--- config.mk ---
export PLATFORM = sky130hd
export DESIGN_NAME = keypad_matrix_scanner_flat
export DESIGN_NICKNAME = d
export VERILOG_FILES = /design/src/rtl/keypad_matrix_scanner_pkg.sv /design/src/rtl/keypad_matrix_scanner_if.sv /design/src/rtl/keypad_matrix_scanner_row_driver.sv /design/src/rtl/keypad_matrix_scanner.sv /design/src/flat_wrapper.sv
export SDC_FILE = /design/constraint.sdc
export NUM_CORES = 1
export LEC_CHECK = 0
export BUFFER_PORTS_ARGS = -buffer_cell sky130_fd_sc_hd__buf_2
export CORE_MARGIN = 3
export CORE_UTILIZATION = 55
export CTS_CLUSTER_SIZE = 30
export DETAILED_ROUTE_END_ITERATION = 8
export PLACE_DENSITY = 0.85
export SLEW_MARGIN = 20
export SYNTH_ARGS = -nofsm -noshare
export SYNTH_HDL_FRONTEND = slang
export SYNTH_HIERARCHICAL = 1
export SYNTH_SLANG_ARGS = --single-unit
--- constraint.sdc ---
create_clock -name clock_10Mhz -period 6.3 [get_ports clock_10Mhz]
set_input_delay 0 -clock clock_10Mhz [delete_from_list [all_inputs] [get_ports clock_10Mhz]]
set_output_delay 0 -clock clock_10Mhz [all_outputs]
set_load 0.01 [all_outputs]
--- src/rtl/keypad_matrix_scanner_pkg.sv ---
// Shared types and helpers for the 4x4 keypad matrix scanner.
package keypad_pkg;

  localparam int ROWS  = 4;
  localparam int COLS  = 4;
  localparam int KEY_W = 4;

  typedef enum logic [1:0] {IDLE, DEBOUNCE, HELD, RELEASE} state_t;

  function automatic logic [KEY_W-1:0] key_encode(input logic [1:0] row, input logic [1:0] col);
    return {row, col};
  endfunction

endpackage

--- src/rtl/keypad_matrix_scanner_if.sv ---
// Keypad bus: matrix lines plus the decoded key outputs.
interface keypad_matrix_scanner_if;
  import keypad_pkg::*;

  logic [COLS-1:0]  col_in;
  logic [ROWS-1:0]  row_out;
  logic [KEY_W-1:0] key_code;
  logic             key_valid;
  logic             key_held;

  modport master (input col_in, output row_out, key_code, key_valid, key_held);
  modport slave  (output col_in, input row_out, key_code, key_valid, key_held);
endinterface

--- src/rtl/keypad_matrix_scanner_row_driver.sv ---
// Row dwell divider: drives one active-low row at a time and flags the
// sample cycle (last cycle of each dwell) and the end of each 4-row frame.
module keypad_row_driver
  import keypad_pkg::*;
#(
  parameter int SCAN_DIV = 2500
) (
  input  logic            clock_10Mhz,
  input  logic            reset,
  output logic [ROWS-1:0] row_out,
  output logic [1:0]      row_idx,
  output logic            sample,
  output logic            frame_end
);

  localparam int DIV_W = $clog2(SCAN_DIV);

  logic [DIV_W-1:0] div;

  assign sample    = (div == DIV_W'(SCAN_DIV - 1));
  assign frame_end = sample && (row_idx == 2'd3);

  // Row advances in the same cycle its columns are sampled, so each row
  // gets the full dwell minus one cycle to settle through the synchronizer.
  always_ff @(posedge clock_10Mhz or posedge reset) begin
    if (reset) begin
      div     <= '0;
      row_idx <= 2'd0;
      row_out <= 4'b1110;
    end else if (sample) begin
      div     <= '0;
      row_idx <= row_idx + 2'd1;
      row_out <= ~(ROWS'(1) << (row_idx + 2'd1));
    end else begin
      div <= div + 1'b1;
    end
  end

endmodule

--- src/rtl/keypad_matrix_scanner.sv ---
// 4x4 keypad scanner: synchronizer, per-frame priority encoder, debounce FSM.
// Optional auto-repeat while a key is held is enabled by KEYPAD_REPEAT_EN.
module keypad_matrix_scanner
  import keypad_pkg::*;
#(
  parameter int SCAN_DIV        = 2500,
  parameter int DEBOUNCE_FRAMES = 8,
  parameter int REPEAT_FRAMES   = 200
) (
  input  logic                    clock_10Mhz,
  input  logic                    reset,
  keypad_matrix_scanner_if.master bus
);

  localparam int CNT_W = $clog2(DEBOUNCE_FRAMES + 1);

  logic [ROWS-1:0]  row_out;
  logic [1:0]       row_idx;
  logic             sample;
  logic             frame_end;

  logic [COLS-1:0]  col_s1, col_s2, pressed;
  logic             row_hit;
  logic [1:0]       row_col;
  logic             cand_now;

  logic             acc_hit, acc_cand;
  logic [KEY_W-1:0] acc_key;
  logic             eval_hit, eval_cand;
  logic [KEY_W-1:0] eval_key;

  state_t           state, state_n;
  logic [KEY_W-1:0] cand, cand_n;
  logic [CNT_W-1:0] cnt, cnt_n, cnt_inc;
  logic [KEY_W-1:0] key_code, key_code_n;
  logic             key_valid, key_valid_n;
  logic             key_held, key_held_n;

  keypad_row_driver #(.SCAN_DIV(SCAN_DIV)) u_row_driver (
    .clock_10Mhz (clock_10Mhz),
    .reset       (reset),
    .row_out     (row_out),
    .row_idx     (row_idx),
    .sample      (sample),
    .frame_end   (frame_end)
  );

  always_ff @(posedge clock_10Mhz or posedge reset) begin
    if (reset) begin
      col_s1 <= 4'hF;
      col_s2 <= 4'hF;
    end else begin
      col_s1 <= bus.col_in;
      col_s2 <= col_s1;
    end
  end

  assign pressed = ~col_s2;
  assign row_hit = |pressed;

  always_comb begin
    row_col = 2'd0;
    for (int c = COLS - 1; c >= 0; c--) begin
      if (pressed[c]) row_col = 2'(c);
    end
  end

  assign cand_now = (row_idx == cand[3:2]) && pressed[cand[1:0]];

  // Rows arrive in ascending order, so the first row with a hit wins priority.
  always_ff @(posedge clock_10Mhz or posedge reset) begin
    if (reset) begin
      acc_hit  <= 1'b0;
      acc_cand <= 1'b0;
      acc_key  <= '0;
    end else if (frame_end) begin
      acc_hit  <= 1'b0;
      acc_cand <= 1'b0;
      acc_key  <= '0;
    end else if (sample) begin
      if (!acc_hit && row_hit) acc_key <= key_encode(row_idx, row_col);
      acc_hit  <= acc_hit | row_hit;
      acc_cand <= acc_cand | cand_now;
    end
  end

  assign eval_hit  = acc_hit | row_hit;
  assign eval_key  = acc_hit ? acc_key : key_encode(row_idx, row_col);
  assign eval_cand = acc_cand | cand_now;
  assign cnt_inc   = cnt + 1'b1;

`ifdef KEYPAD_REPEAT_EN
  localparam int REP_W = $clog2(REPEAT_FRAMES + 1);
  logic [REP_W-1:0] rep_cnt, rep_n, rep_inc;
  assign rep_inc = rep_cnt + 1'b1;
`endif

  always_ff @(posedge clock_10Mhz or posedge reset) begin
    if (reset) begin
      state     <= IDLE;
      cand      <= '0;
      cnt       <= '0;
      key_code  <= '0;
      key_valid <= 1'b0;
      key_held  <= 1'b0;
`ifdef KEYPAD_REPEAT_EN
      rep_cnt   <= '0;
`endif
    end else begin
      state     <= state_n;
      cand      <= cand_n;
      cnt       <= cnt_n;
      key_code  <= key_code_n;
      key_valid <= key_valid_n;
      key_held  <= key_held_n;
`ifdef KEYPAD_REPEAT_EN
      rep_cnt   <= rep_n;
`endif
    end
  end

  // Decisions happen only at frame evaluation; key_valid is a registered pulse.
  always_comb begin
    state_n     = state;
    cand_n      = cand;
    cnt_n       = cnt;
    key_code_n  = key_code;
    key_valid_n = 1'b0;
    key_held_n  = key_held;
`ifdef KEYPAD_REPEAT_EN
    rep_n       = (state == RELEASE) ? '0 : rep_cnt;
`endif
    if (frame_end) begin
      case (state)
        IDLE: begin
          if (eval_hit) begin
            cand_n = eval_key;
            cnt_n  = CNT_W'(1);
            if (DEBOUNCE_FRAMES == 1) begin
              state_n     = HELD;
              key_code_n  = eval_key;
              key_valid_n = 1'b1;
              key_held_n  = 1'b1;
`ifdef KEYPAD_REPEAT_EN
              rep_n       = '0;
`endif
            end else begin
              state_n = DEBOUNCE;
            end
          end
        end
        DEBOUNCE: begin
          if (eval_hit && eval_key == cand) begin
            cnt_n = cnt_inc;
            if (cnt_inc == CNT_W'(DEBOUNCE_FRAMES)) begin
              state_n     = HELD;
              key_code_n  = cand;
              key_valid_n = 1'b1;
              key_held_n  = 1'b1;
`ifdef KEYPAD_REPEAT_EN
              rep_n       = '0;
`endif
            end
          end else begin
            state_n = IDLE;
            cnt_n   = '0;
          end
        end
        HELD: begin
          if (!eval_cand) begin
            cnt_n = CNT_W'(1);
            if (DEBOUNCE_FRAMES == 1) begin
              state_n    = IDLE;
              key_held_n = 1'b0;
            end else begin
              state_n = RELEASE;
            end
          end
`ifdef KEYPAD_REPEAT_EN
          else if (rep_inc == REP_W'(REPEAT_FRAMES)) begin
            rep_n       = '0;
            key_valid_n = 1'b1;
          end else begin
            rep_n = rep_inc;
          end
`endif
        end
        RELEASE: begin
          if (eval_cand) begin
            state_n = HELD;
          end else begin
            cnt_n = cnt_inc;
            if (cnt_inc == CNT_W'(DEBOUNCE_FRAMES)) begin
              state_n    = IDLE;
              key_held_n = 1'b0;
            end
          end
        end
        default: state_n = IDLE;
      endcase
    end
  end

  assign bus.row_out   = row_out;
  assign bus.key_code  = key_code;
  assign bus.key_valid = key_valid;
  assign bus.key_held  = key_held;

endmodule

--- src/flat_wrapper.sv ---
// flat-port wrapper written by rule: the top's interface ports become plain ports
module keypad_matrix_scanner_flat import keypad_pkg::*;
#(
  parameter int SCAN_DIV        = 2500,
  parameter int DEBOUNCE_FRAMES = 8,
  parameter int REPEAT_FRAMES   = 200
)
  (clock_10Mhz, reset, bus_col_in, bus_row_out, bus_key_code, bus_key_valid, bus_key_held);
  keypad_matrix_scanner_if bus_i ();
  input  logic clock_10Mhz;
  input  logic reset;
  input wire logic [$bits(bus_i.col_in)-1:0] bus_col_in;
  output wire logic [$bits(bus_i.row_out)-1:0] bus_row_out;
  output wire logic [$bits(bus_i.key_code)-1:0] bus_key_code;
  output wire logic [$bits(bus_i.key_valid)-1:0] bus_key_valid;
  output wire logic [$bits(bus_i.key_held)-1:0] bus_key_held;
  assign bus_i.col_in = bus_col_in;
  assign bus_row_out = bus_i.row_out;
  assign bus_key_code = bus_i.key_code;
  assign bus_key_valid = bus_i.key_valid;
  assign bus_key_held = bus_i.key_held;
  keypad_matrix_scanner #(.SCAN_DIV(SCAN_DIV), .DEBOUNCE_FRAMES(DEBOUNCE_FRAMES), .REPEAT_FRAMES(REPEAT_FRAMES)) u_core (.clock_10Mhz(clock_10Mhz), .reset(reset), .bus(bus_i));
endmodule
=== After elaboration in Yosys (flattened, before gate mapping) ===
Index checks and enable logic that the tools add are counted.

* Bits in registers: 48
* Bits in latches: 0
* Memory bits (writable): 0
* ROM bits: 0
* Bits of input ports: 6
* Output and inout port bits: 10
* Logic and storage cells: 91
* Memories: 0

* Add/sub/neg operators: 3
* $mul: 0
* Divide/modulo/power cells: 0
* Magnitude comparators: 1
* Equal/unequal tests: 16
* Shift operators: 1
* Muxes and demuxes: 36
* Bitwise logic cells: 4
* Reduce and logical (&&, ||, !) cells: 16

{| class="wikitable"
|+ Operators with widths
! cell !! number
|-
| 4-bit 2-to-1 mux || 8
|-
| 2-bit 2-to-1 mux || 10
|-
| 4-bit one-hot mux with 4 select lines || 1
|-
| 1-bit 2-to-1 mux || 13
|-
| 12-bit by 1-bit adder with 12-bit output, second input constant || 1
|-
| 12-bit == test, second input constant || 1
|-
| 12-bit 2-to-1 mux || 1
|-
| 2-bit by 1-bit != test with 1-bit output, second input constant || 4
|-
| 4-bit inverter || 2
|-
| 2-bit one-hot mux with 4 select lines || 1
|-
| 4-bit AND reduction || 2
|-
| 2-bit == test, second input constant || 3
|-
| 6-bit AND reduction || 1
|-
| 2-bit nonzero test || 3
|-
| 5-bit AND reduction || 1
|-
| 4-bit by 1-bit adder with 4-bit output, second input constant || 1
|-
| 4-bit == test || 1
|-
| 4-bit == test, second input constant || 1
|-
| 1-bit logical AND || 4
|-
| 2-bit != test, second input constant || 2
|-
| 4-bit OR reduction || 1
|-
| 1-bit by 2-bit left shift with 4-bit output, first input constant || 1
|-
| 2-bit by 3-bit less-than comparator with 1-bit output, second input constant || 1
|-
| 3-bit by 1-bit != test with 1-bit output, second input constant || 1
|-
| 11 further kinds || 12
|}

=== Longest topological paths before layout ===
* Depth after elaboration: 11
* Depth in mapped cells: 11
* Gate-level depth less buffers: 10

=== Hierarchy ===
The synthesis kept the hierarchy.

{| class="wikitable"
|+ Modules (own cells, without submodules)
! module !! times used !! cells an instance !! area each (um2) !! sequential area each (um2)
|-
| keypad_matrix_scanner || 1 || 122 || 1417.6 || 760.7
|-
| keypad_row_driver || 1 || 77 || 897.1 || 454.2
|}

=== Worst setup path after synthesis ===
Ideal clock, no wire load.

* Kind: register to register
* Start point: register u_core.u_row_driver.div[0]
* End point: register u_core.key_code[0], in the netlist u_core/bus.key_code[0]
* Setup time: 0.128 ns
* Arrival time: 2.328 ns
* Required time: 6.172 ns
* Slack: 3.845 ns
* Cell stages (with the launch flop): 12
* Buffers on the path: 1
* Period minus slack after synthesis: 2.455 ns
* Path through: dfrtp_1 -> ha_1 -> and4b_2 -> nand4_2 -> inv_2 -> buf_6 -> and2_1 -> nand2_1 -> a211o_1 -> nor2_1 -> nand4_1 -> mux2_1

* Cells in the longest elaborated chain, start to end: 3

{| class="wikitable"
|+ RTL lines
! what !! line !! text
|-
| start, declared || keypad_matrix_scanner_row_driver.sv:18 || <nowiki>logic [DIV_W-1:0] div;</nowiki>
|-
| start signal, assigned || keypad_matrix_scanner_row_driver.sv:35 || <nowiki>div <= div + 1'b1;</nowiki>
|-
| 12-bit == test || keypad_matrix_scanner_row_driver.sv:20 || <nowiki>assign sample = (div == DIV_W'(SCAN_DIV - 1));</nowiki>
|-
| net u_core.sample || keypad_matrix_scanner.sv:19 || <nowiki>logic sample;</nowiki>
|-
| 1-bit logical AND || keypad_matrix_scanner_row_driver.sv:21 || <nowiki>assign frame_end = sample && (row_idx == 2'd3);</nowiki>
|-
| net u_core.frame_end || keypad_matrix_scanner.sv:20 || <nowiki>logic frame_end;</nowiki>
|-
| 4-bit AND reduction (no source line) || n/a ||
|-
| end signal, assigned || keypad_matrix_scanner.sv:113 || <nowiki>key_code <= key_code_n;</nowiki>
|-
| end, declared || keypad_matrix_scanner.sv:35 || <nowiki>logic [KEY_W-1:0] key_code, key_code_n;</nowiki>
|}

The timed path passes the listed nets, and every way through them passes these cells.
A chain may end at the register's enable or synchronous reset.

=== Final worst setup path ===
* Start point: register u_core.u_row_driver.div[0]
* End point: register u_core.key_code[3], in the netlist u_core/bus.key_code[3]

The elaborated chain is that of the path after synthesis.

==> results.md <==
* P_int at 0.438 mW
* Power share of the sequential group at 56.8%
* Drt drc at 0
* Most common cell after layout, fill and taps aside: dfrtp_1
* Warnings from Yosys at 6
* GRT Util Overall at 19.0%
* I/O Pins at 16
* Share of post-route cells with drive strength above 1 at 23.3%
* Detailed Route Iter0 Violations at 79
* Max IR drop VDD at 0.000160 V
* Initial Util at 60.1%
* Initial antenna violation count at 0
* First-pass GRT wire length at 7410 um
* Critical path origin: u_core/u_row_driver/div[0]$_DFF_PP0_
* Vias per cell at 5.70
* Die area at 5020 um2
* Hold Violations, Final at 0
* Tcrit/Tclk final at 50.1%
* R2R depth at 10
* Synthesized flop and latch total at 48
* CP Launch Type: flop
* WS Path Type: flop to flop
* Power Density at 214 nW/um2
* Clk pin slew, worst setup/hold paths at 0.09 ns
* RR Startpoint: u_core/u_row_driver/div[0]$_DFF_PP0_
* Die W at 70.9 um
* Worst rel slew slack at 54.2%
* Layout Cells excl Fill at 271
* Die Y at 70.9 um
* Post-synthesis cell count at 199
* Inserted Clock Buffers at 5
* Async S/R FF share, synth at 100%
* P_leak at 1.20 nW
* Netlist Area Pre-Place at 2310 um2
* Post-synth cell types at 50
* Critical Path RT at 6.48 ns
* Synth area leader: dfrtp_1
* FP Rows at 22
* Core area at 3850 um2
* Syn_area_per_cell at 11.6 um2
* Critical Path End Type: flop
* Root Driver: clkbuf_8
* Clock latency on the worst-skew pair at 0.30 ns
* Hold Slack at 0.320 ns
* CP Max Fanout at 13
* Worst Skew at 0.00894 ns
* Clock power frac at 40.1%
* Synth top area share at 40.0%
* R2R Setup Slk at 3.14 ns
* Placed Cells at 258
* Sw frac at 20.8%
* Register area share after synthesis at 52.5%
* Post-DP HPWL at 2960 um
* CTS tree: yes
* Critical path endpoint: u_core/bus.key_code[3]$_DFFE_PP0P_
* Unrepaired setup endpoints after global routing: no
* Via count at 1545
* R2r endpoint: u_core/bus.key_code[3]$_DFFE_PP0P_
* Nets at 234
* Sink Count at 48
* Htree depth at 2
* WL final at 4190 um
* Worst Path Arrival at 3.34 ns
* Comb pwr share at 3.0%
* Post-synth top flop: dfrtp_1
* DRT Pass-1 Iters at 4
* CTS max path bufs at 2
* IO buf count at 15
* Final Max Tran Viols at 0
* Grt ovf at 0
* Most frequent cells in the layout: dfrtp_1, buf_2, nor2_1
* Max-Cap Viols at 0
* Outcome: finished, final reports clean
* Worst hold path class: input pin to async pin
* Setup_tns at 0 ns
* Diodes inserted at 0
* Post-synth EDFFs at 0
* Post-Syn Nets at 211
* Vias in the first global route at 1600
* Final GP Congestion at 0.890
* Fmax at 317 MHz
* Area Overhead vs Synth at 11.7%
* Pin count of the biggest net entering global routing at 31
* Slew @ Worst Pin at 0.686 ns
* Net switching power figure at 0.115 mW
* Fin crit period at 3.16 ns
* Final ANT Viol Nets at 0
* Top post-synthesis cells by area: dfrtp_1, dfstp_2, mux2i_1
* Wirelength per Cell at 15.4 um
* Setup violators final at 0
==> power by group through the flow <==
| stage | logic [mW] | registers, mW | clock network, mW |
|---|---|---|---|
| floorplan | 0.0102 | 0.320 | 0 |
| global placement | 0.0142 | 0.320 | 0 |
| detailed placement | 0.0148 | 0.320 | 0 |
| CTS | 0.0173 | 0.314 | 0.227 |
| global route | 0.0190 | 0.315 | 0.242 |
| finish | 0.0168 | 0.314 | 0.222 |
==> cells in the mapped netlist, types with 3 or more instances <==
| master | instances |
|---|---|
| dfrtp_1 | 37 |
| inv_1 | 14 |
| nor2_1 | 14 |
| nand2_1 | 13 |
| mux2i_1 | 12 |
| dfstp_2 | 11 |
| xnor2_1 | 7 |
| a21oi_1 | 6 |
| ha_1 | 6 |
| o21ai_0 | 6 |
| xor2_1 | 6 |
| nand4_1 | 5 |
| nor3_1 | 5 |
| a31oi_1 | 4 |
| mux2_1 | 4 |
| nand3_1 | 4 |
| o31ai_1 | 4 |
| and2_1 | 3 |
| mux2_2 | 3 |
==> area by class of cell <==
| class | count | area (um2) |
|---|---|---|
| fill | 280 | 1270 |
| clock buffer | 5 | 68.8 |
| clock inverter | 3 | 47.5 |
| multi-input combinational | 132 | 1010 |
| timing repair buffer | 20 | 125 |
| sequential | 48 | 1210 |
| tap | 48 | 60.1 |
| inverter | 15 | 56.3 |
==> worst max-delay path: stages (launching register included) <==
cell     delay [ns]
dfrtp_1        0.38
ha_1           0.23
and4b_2        0.25
nand4_2        0.20
inv_2          0.28
and2_1         0.44
nand2_1        0.14
a211o_1        0.32
nor2_1         0.12
nand4_1        0.27
mux2_1         0.40
==> registers in the layout, indices dropped and copies added (netlist names), 2 cells and up <==
signal                       flops
u_core/u_row_driver/div         12
u_core/acc_key                   4
u_core/bus.key_code              4
u_core/cand                      4
u_core/cnt                       4
u_core/col_s1                    4
u_core/col_s2                    4
u_core/u_row_driver/row_out      4
u_core/state                     2
u_core/u_row_driver/row_idx      2
==> through the flow <==
step	cell area, um2	power (mW)	utilization [%]	worst slack [ns]
CTS	2580	0.559	67.1	3.16
global placement	2420	0.334	62.8	3.34
finish	2580	0.553	67.1	3.14
detailed placement	2420	0.335	62.8	3.17
floorplan	2310	0.330	-	3.84
global route	2580	0.576	67.1	2.92
==> layer usage <==
metal | vias to the layer above | GRT usage, % | routed length (um)
li1 | 760 | - | -
met1 | 744 | 24.2 | 1910
met2 | 35 | 31.0 | 2020
met3 | 6 | 4.26 | 161
met4 | 0 | 8.77 | 97
met5 | - | 0 | 0
==> what timing repair did <==
action / CTS / global route
setup endpoints to repair: 0 / 0
endpoints found under the hold margin: 19 / 0
hold buffers: 5 / 0
gates resized for setup: 0 / 0
buffers inserted: 0 / 0
==> worst min path at each step <==
stage	endpoint	slack [ns]	cells after the start
floorplan	u_core/u_row_driver/div[0]$_DFF_PP0_	-0.06	1
global placement	u_core/col_s1[0]$_DFF_PP1_	0.11	1
detailed placement	u_core/col_s1[3]$_DFF_PP1_	0.11	1
CTS	u_core/col_s1[2]$_DFF_PP1_	0.32	2
global route	u_core/col_s1[1]$_DFF_PP1_	0.33	2
finish	u_core/bus.key_valid$_DFF_PP0_	0.32	3
==> cells by family after synthesis <==
logic type / synth area share, %
AND/OR/NAND/NOR: 14.5
buffers and inverters: 3.78
XOR/XNOR: 4.92
flip-flops: 52.5
AO/OA/AOI/OAI: 11.5
multiplexers: 9.57
adder cells (fa/ha/maj): 3.24
Note: power is estimated with default switching activity, not from simulation.
